<file path="src/rtl/data_ram_dump_arbiter.sv">
// rtl/data_ram_dump_arbiter.sv - data RAM port sharing between the MEM stage and a back-pressured dump stream
// The CPU owns the RAM port whenever it asks; the dump engine fetches only in idle cycles.
module data_ram_dump_arbiter #(
   parameter int DEPTH        = 512,
   parameter int ADDR_W       = 9,
   parameter int DATA_W       = 32,
   parameter int DRAIN_CYCLES = 4
) (
   input  logic              CLOCK,
   input  logic              RESET,
   input  logic              CPU_MemReq,
   input  logic              CPU_MemWriteEN,
   input  logic [31:0]       CPU_Addr,
   input  logic [DATA_W-1:0] CPU_WriteData,
   output logic [DATA_W-1:0] CPU_ReadData,
   output logic [ADDR_W-1:0] RAM_Index,
   output logic              RAM_WriteEN,
   output logic [DATA_W-1:0] RAM_WriteData,
   input  logic [DATA_W-1:0] RAM_ReadData,
   input  logic              DUMP_Start,
   output logic              DUMP_Valid,
   input  logic              DUMP_Ready,
   output logic [ADDR_W-1:0] DUMP_Index,
   output logic [DATA_W-1:0] DUMP_Data,
   output logic              DUMP_Busy,
   output logic              DUMP_Done
);
   localparam int CNT_W = $clog2(DRAIN_CYCLES) + 1;
   localparam logic [CNT_W-1:0]  DRAIN_LAST = CNT_W'(DRAIN_CYCLES - 1);
   localparam logic [ADDR_W-1:0] PTR_LAST   = ADDR_W'(DEPTH - 1);

   typedef enum logic [2:0] {IDLE, DRAIN, FETCH, HOLD, DONE} state_t;

   state_t            state, state_nxt;
   logic [ADDR_W-1:0] ptr, ptr_nxt;
   logic [CNT_W-1:0]  cnt, cnt_nxt;
   logic [ADDR_W-1:0] index_nxt;
   logic [DATA_W-1:0] data_nxt;
   logic              unused_addr_bits;

   assign unused_addr_bits = ^{CPU_Addr[31:ADDR_W+2], CPU_Addr[1:0]};

   // Zero-latency CPU path; the dump pointer only drives the index in CPU-free cycles
   always_comb begin
      CPU_ReadData  = RAM_ReadData;
      RAM_WriteData = CPU_WriteData;
      RAM_Index     = ptr;
      RAM_WriteEN   = 1'b0;
      if (CPU_MemReq) begin
         RAM_Index   = CPU_Addr[ADDR_W+1:2];
         RAM_WriteEN = CPU_MemWriteEN;
      end
   end

   always_comb begin
      state_nxt = state;
      ptr_nxt   = ptr;
      cnt_nxt   = cnt;
      index_nxt = DUMP_Index;
      data_nxt  = DUMP_Data;
      case (state)
         IDLE: begin
            if (DUMP_Start) begin
               state_nxt = DRAIN;
               cnt_nxt   = '0;
            end
         end
         DRAIN: begin
            if (cnt == DRAIN_LAST) begin
               state_nxt = FETCH;
               ptr_nxt   = '0;
            end else begin
               cnt_nxt = cnt + CNT_W'(1);
            end
         end
         FETCH: begin
            if (!CPU_MemReq) begin
               index_nxt = ptr;
               data_nxt  = RAM_ReadData;
               state_nxt = HOLD;
            end
         end
         HOLD: begin
            // Captured word is held; later stores to it are deliberately not re-read
            if (DUMP_Ready) begin
               if (ptr == PTR_LAST) begin
                  state_nxt = DONE;
               end else begin
                  ptr_nxt   = ptr + ADDR_W'(1);
                  state_nxt = FETCH;
               end
            end
         end
         DONE: begin
            if (!DUMP_Start) state_nxt = IDLE;
         end
         default: state_nxt = IDLE;
      endcase
   end

   always_ff @(posedge CLOCK) begin
      if (!RESET) begin
         state      <= IDLE;
         ptr        <= '0;
         cnt        <= '0;
         DUMP_Index <= '0;
         DUMP_Data  <= '0;
      end else begin
         state      <= state_nxt;
         ptr        <= ptr_nxt;
         cnt        <= cnt_nxt;
         DUMP_Index <= index_nxt;
         DUMP_Data  <= data_nxt;
      end
   end

   assign DUMP_Valid = (state == HOLD);
   assign DUMP_Busy  = (state != IDLE) && (state != DONE);
   assign DUMP_Done  = (state == DONE);
endmodule

</file>
<file path="config.mk">
export PLATFORM = sky130hd
export DESIGN_NAME = data_ram_dump_arbiter
export DESIGN_NICKNAME = d
export VERILOG_FILES = /design/src/rtl/data_ram_dump_arbiter.sv
export SDC_FILE = /design/constraint.sdc
export NUM_CORES = 1
export LEC_CHECK = 0
export BUFFER_PORTS_ARGS = -buffer_cell sky130_fd_sc_hd__clkbuf_2
export CORE_MARGIN = 4
export CORE_UTILIZATION = 44
export DETAILED_ROUTE_END_ITERATION = 6
export PLACE_DENSITY_LB_ADDON = 0.08
export SLEW_MARGIN = 15
export SYNTH_ARGS = -nofsm -noshare
export SYNTH_HDL_FRONTEND = slang
export SYNTH_SLANG_ARGS = --single-unit
</file>
<file path="constraint.sdc">
create_clock -name CLOCK -period 3 [get_ports CLOCK]
set_input_delay 0.3 -clock CLOCK [delete_from_list [all_inputs] [get_ports CLOCK]]
set_output_delay 0.3 -clock CLOCK [all_outputs]
set_load 0.01 [all_outputs]
</file>
# Word level (Yosys, flattened, before mapping)
# Index checks and enable logic that the tools add are counted.
[classes] addsub=2 n_eq_ne=14 n_mux=16 bitwise=1 n_reduce_logical=9
[op_table] operator="9-bit two-way mux" n=4
[op_table] operator="3-bit two-way mux" n=8
[op_table] operator="9-bit case mux with 2 select lines" n=1
[op_table] operator="3-bit case mux with 5 select lines" n=1
[op_table] operator="2-bit != test, second input constant" n=6
[op_table] operator="9-bit by 1-bit adder with 9-bit output, second input constant" n=1
[op_table] operator="3-bit by 2-bit equality test with 1-bit output, second input constant" n=3
[op_table] operator="9-bit equality test, second input constant" n=1
[op_table] operator="3-bit case mux with 2 select lines" n=1
[op_table] operator="5-bit AND reduction" n=1
[op_table] operator="4-bit AND reduction" n=1
[op_table] operator="2-bit nonzero test" n=2
[op_table] operator="3-bit by 1-bit adder with 3-bit output, second input constant" n=1
[op_table] operator="3-bit by 1-bit equality test with 1-bit output, second input constant" n=1
[op_table] operator="3-bit equality test, second input constant" n=1
[op_table] operator="3-bit logical NOT" n=1
[op_table] operator="3-bit != test, second input constant" n=1
[op_table] operator="3-bit AND reduction" n=1
[op_table] operator="3-bit nonzero test" n=1
[op_table] operator="2-bit by 1-bit != test with 1-bit output, second input constant" n=1
[op_table] operator="2-bit AND reduction" n=1
[op_table] operator="1-bit logical AND" n=1
[op_table] operator="1-bit two-way mux" n=1
[op_table] operator="1-bit inverter" n=1
[totals] register_bits=56 inputBits=102 out_inout_bits=118 elab_cells=47

# Depth between registers and ports, before layout
# Gate-level depths: netlist (run 1).
[depth] word_depth=4 depth_mapped=9 ltp_nobuf=8

# Worst setup path before layout (run 1)
# Ideal clock, no wire load.
[synth_timing] path_type="reg-to-reg" startpoint="register ptr[0]" endpoint="register ptr[2]" setup_ps=119 arrival_time_ps=1869 required_time_ps=2881 slack_ps=1013 path_stages_with_launch=9 n_path_buf=1 synth_period_minus_slack_ps=1987 path_cell_list="dfxtp_1 ha_1 nand3_1 nor3_1 ha_1 and3b_1 buf_4 and3_1 o221a_2"
[synth_via] elab_chain_len=4 elab_cells_between_ends=7 cone_classes="add/sub: 1; eq/ne: 2; mux: 3; reduce/logical: 1"
[synth_lines] item="start: declaration" line_no="35" text="logic [ADDR_W-1:0] ptr, ptr_nxt;"
[synth_lines] item="start signal: assignment" line_no="110" text="ptr <= ptr_nxt;"
[synth_lines] item="9-bit by 1-bit adder with 9-bit output" line_no="89" text="ptr_nxt = ptr + ADDR_W'(1);"
[synth_lines] item="9-bit two-way mux" line_no="86" text="if (ptr == PTR_LAST) begin"
[synth_lines] item="9-bit two-way mux" line_no="85" text="if (DUMP_Ready) begin"
[synth_lines] item="9-bit case mux with 2 select lines" line_no="61" text="case (state)"
# Several ways; a longest one is shown, not always the timed one. The select of a mux whose other input is x is not followed.
# A chain may end at the register's enable or synchronous reset.

# Worst setup path after layout (run 1)
[layout_timing] startpoint="register ptr[0]" endpoint="register ptr[1]"
# The elaborated chain is that of the path after synthesis.

==> results.md, run 1 <==
- Result of the run: finished, final reports clean
- Longest Clk Path Bufs: 2
- Post-synthesis net count: 463
- Die ar.: 0.008151 mm2
- Htree depth: 2
- Hold path endpoint: DUMP_Data[28]$_SDFFE_PN0P_
- Distinct cell type count of the synthesized netlist: 40
- Number of DRC markers after the initial detailed-route iteration: 105
- Number of storage elements in the synthesis netlist: 56
- Post-layout net count: 520
- Starting density of the core: 46.13%
- Clock-pin transition on the worst setup and hold timing paths: 0.10 ns
- Ordered cell list for the critical path: ha_1, nand3_1, nor3_1, ha_1, and3b_1, o21ai_4, nand2_1, a21boi_0
- Relative max-transition margin: 32.81%
- Final Hold Vio Count: 0
- Antenna violations before repair: 0
- Chip Width: 90.29 um
- Number of buffers inserted by post-CTS setup repair: 0
- Die boundary height: 90.29 um
- Post-DRT Antenna Nets: 0
- Root cell of the clock tree: clkbuf_8
- Most common library cell in the layout ignoring fill and taps: clkbuf_2
- Max-capacitance violation count: 0
- First-pass iteration count of the detailed router: 4
- Largest net degree at the start of global routing: 59
- Most frequent cell on the critical path: ha_1
- Number of top-level pins: 220
- Inserted Diodes: 0
- Remaining DRCs: 0
- Final global-route overflow total: 0
- Worst-Skew Late Latency: 0.30 ns
- Final period util: 76.71%
- Launching point of the worst reg2reg path: ptr[0]$_SDFFE_PN0P_
- Reg-to-reg endpoint: ptr[1]$_SDFFE_PN0P_
- Crit path arrival time: 2.52 ns
- Hold Crit Class: in -> reg
- Max-slew violation count: 0
- Cell Int Power: 1.052 mW
- Number of resized instances in the post-cts repair step: 0
- TritonCTS clock tree: built
- Part of the power in combinational logic: 9.8%
- Portion of total power attributed to the clock network: 34.8%
- Number of hold buffers added after CTS: 0
- Final WL: 6694 um
- Post-DR vias/cell: 5.004
- Worst reg-to-reg setup slack: 0.70 ns
- Top delay family on crit path: simple AND/OR/NAND/NOR gates
- Maximum vdd ir drop: 192.9 uV
- Worst Clk Skew: 0.006105 ns
- Floorplan row count: 29
- Proportion of layout cells with a drive suffix above 1: 38.01%
- Max Fanout on Critical Path: 9
- Area of the mapped netlist: 0.002979 mm2
- Leak pwr: 1.450 nW
- Worst setup path category: reg -> reg
- Post-detail-place hpwl: 4840 um
- Avg WL per Cell: 13.66 um
- CP peak stage delay: 0.45 ns
- Data required time at the worst endpoint: 3.22 ns
- Total number of clock tree sinks: 56
- Wire length of the first global-routing pass: 11210 um
- Core box area: 0.006459 mm2
- Cells on Worst Hold Path: 3
- Final weighted congestion in routability-driven placement: 0.7862
- Final count of negative-setup-slack endpoints: 0
- Relative contribution of sequential cells to total power: 55.4%
- Transition time at the pin with the least slew margin: 1.008 ns
- Hold path startpoint: RAM_ReadData[28]
- Routed vias: 2452
- Final critical delay including setup and external delays: 2.301 ns
- RSZ-0062 raised after global routing: false
- Port-buffer cells: 132
- Total of warnings raised by yosys: 0
- CP bufs+invs: 0
- Sw Ratio: 22.30%
- Most used cells in the layout excluding fill and tap cells: clkbuf_2, nand2_1, dfxtp_1
- Area added between synthesis and finish: 10.21%
- Sequential area share after synthesis: 37.63%
- Avg Inst Size Synth: 8.345 um2
- Vias in the first global route: 2323
- Startpoint kind of the worst setup timing path: flip-flop
- Total CTS buffers: 5
- Depth of the worst register-to-register path: 8
- Crit path depth: 8
- Gate count of the mapped netlist: 357
- Areal power density over the cells: 412.2 mW/mm2
- NetSw: 301.7 uW
- Placement Cell Area: 0.003184 mm2
- Kind of capture point of the worst setup path: flip-flop
- Summed negative setup slack over all endpoints: 0 ns
- Maximum clock frequency: 434.5 MHz
- Slowest cell on crit path: dfxtp_1
- Combined global-route utilization of all metal layers: 16.23%
- Post-Layout Inst Area: 0.003283 mm2
tightest hold or removal path: stages:
cell and delay, ns:
clkbuf_2 0.09, nand2_1 0.05, a21boi_1 0.05
layout make-up:
cell class | instances | area, um2
Clock buffer | 5 | 68.82
Clock inverter | 1 | 30.03
Fill cell | 646 | 3176
Inverter | 3 | 11.26
Multi-Input combinational cell | 214 | 1280
Sequential cell | 56 | 1121
Tap cell | 77 | 96.34
Timing Repair Buffer | 134 | 675.6
how the worst max path moves through the flow:
stage | startpoint | end | slack (ns)
6_report | ptr[0]$_SDFFE_PN0P_ | ptr[1]$_SDFFE_PN0P_ | 0.70
5_1_grt | ptr[0]$_SDFFE_PN0P_ | ptr[6]$_SDFFE_PN0P_ | 0.43
4_1_cts | ptr[0]$_SDFFE_PN0P_ | ptr[1]$_SDFFE_PN0P_ | 0.68
3_5_place_dp | ptr[0]$_SDFFE_PN0P_ | ptr[6]$_SDFFE_PN0P_ | 0.72
3_3_place_gp | ptr[0]$_SDFFE_PN0P_ | ptr[5]$_SDFFE_PN0P_ | 0.79
2_1_floorplan | ptr[0]$_SDFFE_PN0P_ | ptr[2]$_SDFFE_PN0P_ | 1.01
Yosys cell counts:
library cell | n | area, um2
a21boi_0 | 3 | 22.52
a21boi_1 | 41 | 307.8
a21oi_1 | 2 | 10.01
a22o_1 | 1 | 8.760
a22oi_1 | 1 | 7.510
a31oi_1 | 1 | 6.260
and2_1 | 1 | 6.260
and2b_1 | 1 | 7.510
and3_1 | 3 | 18.77
and3b_1 | 1 | 8.760
and4_1 | 1 | 8.760
buf_2 | 5 | 25.02
buf_4 | 67 | 503.0
clkbuf_1 | 12 | 45.04
dfxtp_1 | 56 | 1121
ha_1 | 4 | 50.05
inv_1 | 3 | 11.26
mux2_2 | 9 | 101.4
mux2i_1 | 4 | 40.04
nand2_1 | 94 | 352.8
nand2_4 | 1 | 11.26
nand2b_1 | 3 | 18.77
nand3_1 | 4 | 20.02
nand3b_1 | 1 | 7.510
nand4_1 | 5 | 31.28
nor2_1 | 5 | 18.77
nor2b_1 | 8 | 50.05
nor3_1 | 4 | 20.02
nor3_2 | 1 | 10.01
nor3b_1 | 1 | 7.510
o211ai_1 | 1 | 7.510
o211ai_2 | 1 | 12.51
o21a_1 | 1 | 7.510
o21ai_0 | 2 | 10.01
o21ai_4 | 1 | 16.27
o221a_2 | 3 | 33.78
o31ai_1 | 1 | 7.510
or2_2 | 1 | 6.260
or3_1 | 2 | 12.51
or4_1 | 1 | 7.510
metrics by stage:
step	utilization (%)	hold slack, ns	worst slack [ns]	instances	power, mW
global route	50.83	0.2096	0.4325	490	1.419
floorplan	-	0.4348	1.013	357	0.9056
CTS	50.83	0.2088	0.6833	490	1.378
global placement	49.30	0.4406	0.7855	484	0.9012
detailed placement	49.30	0.4442	0.7242	484	0.9016
finish	50.83	0.2221	0.6986	490	1.353
cell families after synthesis:
kind of cell | share of synthesized area [%]
DFF | 37.63
buffers and inverters | 19.61
and+or+nand+nor | 20.96
adders and majority gates | 1.680
muxes | 4.746
AOI/OAI and AO/OA | 15.37
flip-flops by register name, summed over array words and instances (netlist names):
| signal | cells |
|---|---|
| DUMP_Data | 32 |
| DUMP_Index | 9 |
| cnt | 3 |
| ptr | 9 |
| state | 3 |
per-layer routing:
metal  track usage [%]  vias up  share of wire (%)
met3             6.000       16                8.9
li1                  -     1230                  -
met4             3.954        0                1.2
met5                 0        -                  0
met2             27.82      111                 46
met1             19.24     1095                 44
power groups by stage:
| stage | Sequential [mW] | Combinational [mW] | Clock (mW) |
|---|---|---|---|
| floorplan | 0.763 | 0.142 | 0 |
| detailed placement | 0.766 | 0.135 | 0 |
| global route | 0.750 | 0.146 | 0.523 |
| finish | 0.749 | 0.133 | 0.471 |
| CTS | 0.749 | 0.135 | 0.493 |
| global placement | 0.767 | 0.135 | 0 |
No activity file was read; power rests on OpenSTA's default activity.
==> run 2, diff against run 1 <==
- ABC_AREA: default -> 1
- CORE_UTILIZATION: 44 -> 41
- clock period: 3 -> 2.35 ns (I/O delays scaled with it)
==> run 2 against run 1 <==
Compared with the run above:
- combinational power rose to 7.8 times the previous value
- core utilization fell by 1.5 points
- clock skew rose by 0.0026 ns
- final area rose by 3.2%
- sequential power rose by 70%
- largest power group unchanged
- via count rose by 7.5%
- clock power rose by 11%
- largest cell class is now registers
- power rose by 110%
- register-to-register slack got worse by 0.37 ns
- die area rose by 5.5%
==> results.md, run 2 <==
- Slowest cell on crit path: dfxtp_1
- Launching point of the worst reg2reg path: ptr[0]$_SDFFE_PN0P_
- Kind of capture point of the worst setup path: flip-flop
- Number of buffers inserted by post-CTS setup repair: 0
- Transition time at the pin with the least slew margin: 0.5527 ns
- CP bufs+invs: 2
- Layout filler cell count: 742
- Max Fanout on Critical Path: 11
- First-pass iteration count of the detailed router: 4
- Sequential area share after synthesis: 38.06%
- Post-DRT Antenna Nets: 0
- Number of top-level pins: 220
- Most numerous cell types in the synthesized netlist: inv_1, buf_4, nand2_1, dfxtp_1, a21oi_1
- Met3 GRT Util: 3.818%
- Max-slew violation count: 0
- TritonCTS clock tree: built
- Starting density of the core: 42.88%
- Biggest registers after layout: DUMP_Data x32, DUMP_Index x9, ptr x9
- Final period util: 86.19%
- Number of flip-flops under the largest register name: 32
- Crit path arrival time: 2.24 ns
- Hold path startpoint: RAM_ReadData[28]
- Synth area leaders: dfxtp_1, buf_4, inv_1, a21oi_1, o21ai_0
- Sw Ratio: 37.77%
- Port-buffer cells: 132
- Worst Clk Skew: 0.008674 ns
- Most repeated cell in the gate-level netlist after synthesis: inv_1
- Avg WL per Cell: 11.24 um
- Fraction of registers with async set or reset after synthesis: 0%
- Vias in the first global route: 2327
- Hold Crit Class: in -> reg
- Area occupied by multi-input gates: 0.001027 mm2
- Power consumption: 2.837 mW
- Largest net degree at the start of global routing: 30
- EDFF count, synth: 0
- Layer with the highest usage: met2
- Met2 Usage GRT: 25.02%
- Data required time at the worst endpoint: 2.56 ns
- Die ar.: 0.008603 mm2
- Areal power density over the cells: 837.1 mW/mm2
- Worst hold-check slack: 0.2240 ns
- Max-capacitance violation count: 0
- Combined global-route utilization of all metal layers: 14.61%
- Gate count of the mapped netlist: 421
- Final Hold Vio Count: 0
- Htree depth: 2
- Final weighted congestion in routability-driven placement: 0.7841
- Number of resized instances in the post-cts repair step: 0
- Hold path endpoint: DUMP_Data[28]$_SDFFE_PN0P_
- Most used cells in the layout excluding fill and tap cells: clkbuf_2, inv_1, nand2_1
- Total area of sequential cells: 0.001121 mm2
- Floorplan row count: 30
- Routed vias: 2635
- Register ranked first by flip-flop count: DUMP_Data
- Leak pwr: 1.672 nW
- Wire length of the first global-routing pass: 10550 um
- Ordered cell list for the critical path: ha_1, nand2_1, nor2_1, nand3_1, nor2_1, ha_1, nand3_1, nand2_1, inv_1, nand3_1, buf_12, nor2_1, nor2_1, nor2_1
- Ys flop type: dfxtp_1
- Worst setup path category: reg -> reg
- Post-detail-place hpwl: 5158 um
- Number of hold buffers added after CTS: 0
- Final count of negative-setup-slack endpoints: 0
- Maximum clock frequency: 493.7 MHz
- Maximum vdd ir drop: 326.5 uV
- Portion of total power attributed to the clock network: 18.5%
- Relative contribution of sequential cells to total power: 44.9%
- Result of the run: finished, final reports clean
- Chip Width: 92.76 um
- Distinct cell type count of the synthesized netlist: 20
- Root cell of the clock tree: clkbuf_8
- Proportion of layout cells with a drive suffix above 1: 31.50%
- Worst-Skew Late Latency: 0.30 ns
- Number of DRC markers after the initial detailed-route iteration: 74
- RSZ-0062 raised after global routing: false
- Fin cells: 588
- Top delay family on crit path: simple AND/OR/NAND/NOR gates
- Antenna violations before repair: 0
- Cells on Worst Hold Path: 3
- Relative max-transition margin: 63.15%
- Cell Int Power: 1.766 mW
- Final WL: 6608 um
- Area added between synthesis and finish: 15.08%
- Post-synthesis net count: 527
- Cell type with the largest total area after synthesis: dfxtp_1
- Total number of clock tree sinks: 56
- Total CTS buffers: 5
- Die boundary height: 92.76 um
- Post-DR vias/cell: 4.481
- Worst reg-to-reg setup slack: 0.32 ns
- Most frequent cell on the critical path: nor2_1
- Inserted Diodes: 0
- Remaining DRCs: 0
- Depth of the worst register-to-register path: 14
- Final critical delay including setup and external delays: 2.026 ns
- Post-Place Cells: 580
- Post-layout net count: 597
- Final global-route overflow total: 0
- Longest Clk Path Bufs: 2
- Clock-pin transition on the worst setup and hold timing paths: 0.10 ns
- Core box area: 0.006869 mm2
- Avg Inst Size Synth: 6.996 um2
- Met1 layer usage reported by global route: 18.48%
- Area of the mapped netlist: 0.002945 mm2
- Summed negative setup slack over all endpoints: 0 ns
- Total of warnings raised by yosys: 0
- CP peak stage delay: 0.41 ns
- Reg-to-reg endpoint: ptr[6]$_SDFFE_PN0P_
- Part of the power in combinational logic: 36.7%
- Most common library cell in the layout ignoring fill and taps: clkbuf_2
- Startpoint kind of the worst setup timing path: flip-flop
- NetSw: 1.072 mW
- Post-synth top area share: 38.06%
- Number of storage elements in the synthesis netlist: 56
==> run 2: cell count changes after synthesis, moves of 11 or more <==
| cell | delta |
|---|---|
| a21boi_1 | -41 |
| a21oi_1 | +47 |
| inv_1 | +64 |
| nand2_1 | -33 |
| nand3_1 | +11 |
| nor2_1 | +26 |
| o21ai_0 | +46 |
==> run 2: cell type report <==
cell class | count | area share (%)
Clock buffer | 6 | 2.141
Clock inverter | 2 | 0.4799
Inverter | 67 | 7.420
Multi-Input combinational cell | 218 | 30.31
Sequential cell | 56 | 33.08
Tap cell | 96 | 3.544
Timing Repair Buffer | 143 | 23.03
==> run 2: how the worst max path moves through the flow <==
stage | startpoint | end | slack, ns | depth (start not counted)
finish | ptr[0]$_SDFFE_PN0P_ | ptr[6]$_SDFFE_PN0P_ | 0.32 | 14
global route | ptr[0]$_SDFFE_PN0P_ | ptr[2]$_SDFFE_PN0P_ | 0.03 | 13
CTS | ptr[0]$_SDFFE_PN0P_ | ptr[6]$_SDFFE_PN0P_ | 0.32 | 14
detailed placement | ptr[0]$_SDFFE_PN0P_ | ptr[6]$_SDFFE_PN0P_ | 0.34 | 14
global placement | ptr[0]$_SDFFE_PN0P_ | ptr[4]$_SDFFE_PN0P_ | 0.35 | 14
floorplan | ptr[1]$_SDFFE_PN0P_ | ptr[6]$_SDFFE_PN0P_ | 0.55 | 14
==> run 2: stage by stage <==
stage | util (%) | setup slack, ns | area [um2]
2_1_floorplan | - | 0.5505 | 2945
3_3_place_gp | 48.05 | 0.3484 | 3301
3_5_place_dp | 48.05 | 0.3402 | 3301
4_1_cts | 49.34 | 0.3180 | 3390
5_1_grt | 49.34 | 0.03421 | 3390
6_report | 49.34 | 0.3244 | 3390
==> run 2: power groups by stage <==
stage | combinational, mW | sequential, mW | clock [mW]
floorplan | 0.681 | 1.34 | 0
finish | 1.04 | 1.27 | 0.525
detailed placement | 1.06 | 1.30 | 0
CTS | 1.06 | 1.27 | 0.556
global route | 1.19 | 1.31 | 0.591
global placement | 1.05 | 1.29 | 0
==> run 2: worst min-delay path, cell delays in order <==
cell and delay, ns:
clkbuf_2 0.09, o21ai_0 0.07, a21oi_1 0.10
==> run 2: logic make-up (layout without fill, tap and decap cells) <==
| group | count (synthesis) | in the layout | synth area share [%] |
|---|---|---|---|
| AO/OA/AOI/OAI | 99 | 99 | 16.91 |
| adder cells (fa/ha/maj) | 4 | 4 | 1.699 |
| buffers and inverters | 147 | 218 | 27.06 |
| flip-flops | 56 | 56 | 38.06 |
| AND/OR/NAND/NOR | 115 | 115 | 16.27 |
==> run 2: routing by layer <==
layer / vias to the layer above / part of all wire [%]
li1: 1399 / -
met1: 1123 / 45
met2: 105 / 47
met3: 8 / 8.2
met4: 0 / 0.47
met5: - / 0
